==> src/rtl/htif_pkg.sv <==
// htif_pkg: shared HTIF mailbox command codes and FSM state encoding.
package htif_pkg;
   localparam logic [31:0] HTIF_CMD_EXIT = 32'h0000_0000;
   localparam logic [31:0] HTIF_CMD_PUTC = 32'h0101_0000;
   typedef enum logic [2:0] {
      S_IDLE = 3'd0,
      S_ARG  = 3'd1,
      S_DISP = 3'd2,
      S_CLR0 = 3'd3,
      S_CLR1 = 3'd4,
      S_HALT = 3'd5
   } htif_state_e;
endpackage

==> src/rtl/htif_fifo.sv <==
// htif_fifo: synchronous FIFO with a registered head word.
//   clk, rstn    : clock, async active-low reset (empties the FIFO)
//   push, din    : write request and data (ignored when full unless popping)
//   pop          : read request (ignored when empty)
//   full, empty  : occupancy flags
//   head         : registered copy of the oldest entry, valid when ~empty
module htif_fifo #(
   parameter int DEPTH = 8,
   parameter int WIDTH = 8
) (
   input  logic             clk,
   input  logic             rstn,
   input  logic             push,
   input  logic [WIDTH-1:0] din,
   input  logic             pop,
   output logic             full,
   output logic             empty,
   output logic [WIDTH-1:0] head
);
   localparam int AW = $clog2(DEPTH);
   logic [WIDTH-1:0] mem [DEPTH];
   logic [AW:0] wp, rp, wp_n, rp_n;
   logic do_push, do_pop;
   assign empty   = wp == rp;
   assign full    = (wp[AW] != rp[AW]) && (wp[AW-1:0] == rp[AW-1:0]);
   assign do_pop  = pop & ~empty;
   assign do_push = push & (~full | do_pop);
   assign wp_n    = wp + (AW+1)'(do_push);
   assign rp_n    = rp + (AW+1)'(do_pop);
   always_ff @(posedge clk)
      if (do_push) mem[wp[AW-1:0]] <= din;
   // The head is recomputed from the post-update pointers; when the new read
   // pointer lands on the slot being written this cycle, bypass din.
   always_ff @(posedge clk or negedge rstn)
      if (!rstn) begin
         wp   <= '0;
         rp   <= '0;
         head <= '0;
      end else begin
         wp   <= wp_n;
         rp   <= rp_n;
         head <= (rp_n == wp) ? din : mem[rp_n[AW-1:0]];
      end
endmodule

==> src/rtl/htif_mbox.sv <==
// htif_mbox: snoops SRAM writes for riscv-tests tohost/cmd, emits console
// characters or a sticky exit, then clears both mailbox words.
//   clk, rstn                 : clock, async active-low reset
//   tohost_addr               : word address of arg (cmd lives at +1)
//   mem_cs/mem_we/mem_a/mem_di: snooped SRAM write port
//   chr_valid/chr_data/chr_ready : console byte stream (FIFO head)
//   exit_valid/exit_code      : sticky exit indication and its code
//   clr_req/clr_addr/clr_ack  : mailbox clear-write handshake
//   unk_cmd                   : one-cycle pulse on an unrecognised cmd
//   ovf                       : sticky, a character was dropped on a full FIFO
module htif_mbox
   import htif_pkg::*;
#(
   parameter int ADDR_W     = 14,
   parameter int FIFO_DEPTH = 8
) (
   input  logic              clk,
   input  logic              rstn,
   input  logic [ADDR_W-1:0] tohost_addr,
   input  logic              mem_cs,
   input  logic              mem_we,
   input  logic [ADDR_W-1:0] mem_a,
   input  logic [31:0]       mem_di,
   output logic              chr_valid,
   output logic [7:0]        chr_data,
   input  logic              chr_ready,
   output logic              exit_valid,
   output logic [31:0]       exit_code,
   output logic              clr_req,
   output logic [ADDR_W-1:0] clr_addr,
   input  logic              clr_ack,
   output logic              unk_cmd,
   output logic              ovf
);
   htif_state_e state;
   logic [31:0] arg, cmd;
   logic [ADDR_W-1:0] cmd_addr;
   logic wr, arg_hit, cmd_hit, put, pop, full, empty;
   assign cmd_addr  = tohost_addr + ADDR_W'(1);
   assign wr        = mem_cs & mem_we;
   assign arg_hit   = wr && (mem_a == tohost_addr);
   assign cmd_hit   = wr && (mem_a == cmd_addr);
   assign put       = (state == S_DISP) && (cmd == HTIF_CMD_PUTC);
   assign chr_valid = ~empty;
   assign pop       = chr_valid & chr_ready;
   htif_fifo #(.DEPTH(FIFO_DEPTH), .WIDTH(8)) u_fifo (
      .clk   (clk),
      .rstn  (rstn),
      .push  (put),
      .din   (arg[7:0]),
      .pop   (pop),
      .full  (full),
      .empty (empty),
      .head  (chr_data)
   );
   always_ff @(posedge clk or negedge rstn)
      if (!rstn) begin
         state      <= S_IDLE;
         arg        <= '0;
         cmd        <= '0;
         exit_valid <= 1'b0;
         exit_code  <= '0;
         clr_req    <= 1'b0;
         clr_addr   <= '0;
         unk_cmd    <= 1'b0;
         ovf        <= 1'b0;
      end else begin
         unk_cmd <= (state == S_DISP) && (cmd != HTIF_CMD_EXIT) && (cmd != HTIF_CMD_PUTC);
         if (put && full && !pop) ovf <= 1'b1;
         case (state)
            S_IDLE:
               if (arg_hit) begin
                  arg   <= mem_di;
                  state <= S_ARG;
               end
            S_ARG:
               if (arg_hit) arg <= mem_di;
               else if (cmd_hit) begin
                  cmd   <= mem_di;
                  state <= S_DISP;
               end
            S_DISP: begin
               if (cmd == HTIF_CMD_EXIT) begin
                  exit_valid <= 1'b1;
                  exit_code  <= arg;
               end
               clr_req  <= 1'b1;
               clr_addr <= tohost_addr;
               state    <= S_CLR0;
            end
            S_CLR0:
               if (clr_ack) begin
                  clr_addr <= cmd_addr;
                  state    <= S_CLR1;
               end
            S_CLR1:
               if (clr_ack) begin
                  clr_req <= 1'b0;
                  state   <= exit_valid ? S_HALT : S_IDLE;
               end
            default: state <= S_HALT;
         endcase
      end
endmodule

==> config.mk <==
export PLATFORM = sky130hd
export DESIGN_NAME = htif_mbox
export DESIGN_NICKNAME = d
export VERILOG_FILES = /design/src/rtl/htif_pkg.sv /design/src/rtl/htif_fifo.sv /design/src/rtl/htif_mbox.sv
export SDC_FILE = /design/constraint.sdc
export NUM_CORES = 1
export LEC_CHECK = 0
export ABC_AREA = 1
export CORE_UTILIZATION = 35
export DETAILED_ROUTE_END_ITERATION = 10
export PLACE_DENSITY = 0.58
export RECOVER_POWER = 25
export SLEW_MARGIN = 40
export SYNTH_ARGS = -nofsm -noshare
export SYNTH_HDL_FRONTEND = slang
export SYNTH_HIERARCHICAL = 1
export SYNTH_SLANG_ARGS = --single-unit
==> constraint.sdc <==
create_clock -name clk -period 3.1 [get_ports clk]
set_input_delay 0.31 -clock clk [delete_from_list [all_inputs] [get_ports clk]]
set_output_delay 0.31 -clock clk [all_outputs]
set_load 0.05 [all_outputs]
==> impl_results.md <==
* CP startpoint kind: register
* Via-to-Cell Ratio at 4.54
* GRT overflow at 0
* Fraction of layout cells with a size suffix above 1 at 7.68%
* Reg-to-reg endpoint: u_fifo/head[6]
* CTS clk-pin slew, worst paths at 0.08 ns
* DP HPWL at 15,900 um
* Crit path time final at 2.74 ns
* Netlist cell types at 37
* Crit path kind: reg -> reg
* Num CTS Buffers at 17
* Die W at 167 um
* Detailed Route Iter0 Violations at 442
* Ports at 125
* Via count at 7,343
* Fin Setup TNS at 0 ns
* Non-Filler Cell Area, Final at 11,800 um2
* Gate Count Post-Synth at 1,136
* Worst skew pair latency at 0.44 ns
* Syn nets at 1,207
* Outcome: finished with violations
* Crit path DAT at 3.06 ns
* Hold Path Origin: mem_di[30]
* Worst-Margin Slew at 1.81 ns
* CP endpoint kind: register
* Die ar. at 28,000 um2
* Finished Core Util at 43.9%
* Worst IR Drop VDD at 0.309 mV
* Initial Utilization at 35.5%
* Post-Syn Area per Cell at 8.41 um2
* PortBufs at 124
* Max_cap viols at 1
* Post-route DRC at 0
* Setup violators final at 0
* Row count at 60
* Sequential cell area at 5250 um2
* Worst Hold Class: in -> reg
* Worst-case clock buffer depth at 2
* Layout area overhead at 23.5%
* GPL Wtd Cong at 0.879
* R2r startpoint: u_fifo/wp[0]
* Post-synthesis sequential area ratio at 55.0%
* Worst hold slack at 0.443 ns
* Die Ht at 167 um
* Synth area leaders: dfrtp_1 (35%), edfxtp_1 (20%), nand2_1 (14%), inv_1 (8.2%), nand3_1 (5.5%)
* Worst hold path cell count at 3
* Post-DP Area at 11,200 um2
* Synth area leader: dfrtp_1
* Failing checks: capacitance limit, slew limit
* H-tree levels at 4
* Reg2reg path depth at 19
* Final period util at 88.4%
* Reg2Reg Setup Slack at 0.36 ns
* CTS resizes at 0
* CP Max Fanout at 9
* Hold endpoint: arg[30]
* Slew Viols, Final at 69
* DRT Pass-1 Iters at 6
* Vias in the first global route at 7,223
* Footprint of the multi-input gates at 3270 um2
* Fillers at 2,672
* Skew final at 0.0184 ns
* Crit path required time at 3.42 ns
* Commonest non-fill, non-tap cells in the layout: nand2_1 (358), inv_1 (209), dfrtp_1 (133), clkdlybuf4s50_1 (123), nand3_1 (105)
* RSZ-0062 raised after global routing: no
* #FFs+latches synth at 197
* Initial antenna violation count at 2
* WL per Instance at 13.9 um
* Synth warnings at 6
* Synth Cell Area at 9550 um2
* Top-area cell type share of the netlist area at 34.8%
* Nets at 1,334
* Post-DRT Antenna Nets at 0
* Total wire length at 22,500 um
* CTS tree: built
* Total chip power at 6.23 mW
* Max-slew headroom at -20.3%
* Clk sinks at 197
* Commonest non-fill, non-tap cell in the layout: nand2_1
* Root buf cell: clkbuf_16
* GRT Resource Usage Total at 16.8%
* Core Region at 26,900 um2
* Pleak at 5.72 nW
* Peak Freq at 0.365 GHz
* First-pass GRT wire length at 37,200 um
* Pwr dens at 528 nW/um2
* Largest net degree at the start of global routing at 70
* Final hold violation count at 0
## synthesized netlist by cell type, drive strengths merged
library cell and number:
clkinv 1, ha 5, nand2 375, o21ai 92, nor2 43, buf 21
a21oi 12, o21bai 1, nand4 12, o22ai 1, o2111ai 1, nor3 7
xor2 6, nor4 4, nand3 110, xnor2 12, clkbuf 18, inv 215
edfxtp 64, nand3b 3, dfrtp 133
## flip-flops by register name, indices dropped and copies added, names as in the netlist
register / count
arg: 32
clr_addr: 14
clr_req: 1
cmd: 32
exit_code: 32
exit_valid: 1
ovf: 1
state: 3
u_fifo/head: 8
u_fifo/mem: 64
u_fifo/rp: 4
u_fifo/wp: 4
unk_cmd: 1
## power by group
part	leakage [nW]	switching, mW	internal [mW]
registers	2.40	0.0879	2.78
logic	3.03	0.756	0.373
clock network	0.298	1.10	1.13
## timing repair
item	in CTS	in global routing
setup buffers	0	0
hold buffers	1	0
hold endpoints to repair	67	0
setup endpoints to repair	0	0
## area by class of cell
cell class / instances / share of cell area, %
Antenna cell: 1 / 0.0212
Clock buffer: 19 / 3.84
Clock inverter: 13 / 1.25
Inverter: 216 / 6.88
Multi-Input combinational cell: 684 / 27.7
Sequential cell: 197 / 44.5
Tap cell: 341 / 3.62
Timing Repair Buffer: 147 / 12.2
## cell families (layout without fill, tap and decap cells)
family / Yosys count / in the layout / share of synthesized area, %
adder cells (fa/ha/maj): 5 / 5 / 0.655
XOR/XNOR: 18 / 18 / 1.89
AND/OR/NAND/NOR: 554 / 554 / 25.7
flip-flops: 197 / 197 / 55.0
other: 0 / 1 / 0
AO/OA/AOI/OAI: 107 / 107 / 5.80
buffers and inverters: 255 / 395 / 11.0
## per-layer routing
metal,vias up,GRT usage [%],routed length [um]
met5,-,0,0
met4,0,4.87,208
met3,15,4.11,1200
met2,157,28.1,10800
met1,3380,21.6,10300
li1,3791,-,-
## worst max-delay path, cell delays in order, from the launching register on
cell     delay, ns
dfrtp_1       0.51
inv_2         0.10
nand2_1       0.07
nand2_1       0.04
nor2_1        0.12
nand2_1       0.08
nor2_1        0.13
inv_1         0.07
nand2_1       0.07
inv_1         0.04
inv_1         0.06
nor2_1        0.05
ha_1          0.20
ha_1          0.37
xnor2_2       0.22
nand2_4       0.09
nor2_8        0.18
nand2_4       0.10
nand2_1       0.07
nand2_1       0.06
## per-stage QoR
stage / setup WS [ns] / cells
after global routing: 0.0438 / 1617
after CTS: 0.342 / 1617
final: 0.360 / 1618
after global placement: 0.395 / 1584
after detailed placement: 0.345 / 1584
after floorplan: 0.322 / 1136
## worst max-delay path by stage
stage | start | to | cells past startpoint
finish | u_fifo/wp[0] | u_fifo/head[6] | 19
global route | u_fifo/wp[0] | u_fifo/head[6] | 19
detailed placement | u_fifo/wp[0] | u_fifo/head[6] | 19
global placement | tohost_addr[1] | cmd[0] | 14
floorplan | u_fifo/wp[1] | u_fifo/head[4] | 21
CTS | u_fifo/wp[0] | u_fifo/head[2] | 19
Power figures use the tool's default switching activity.
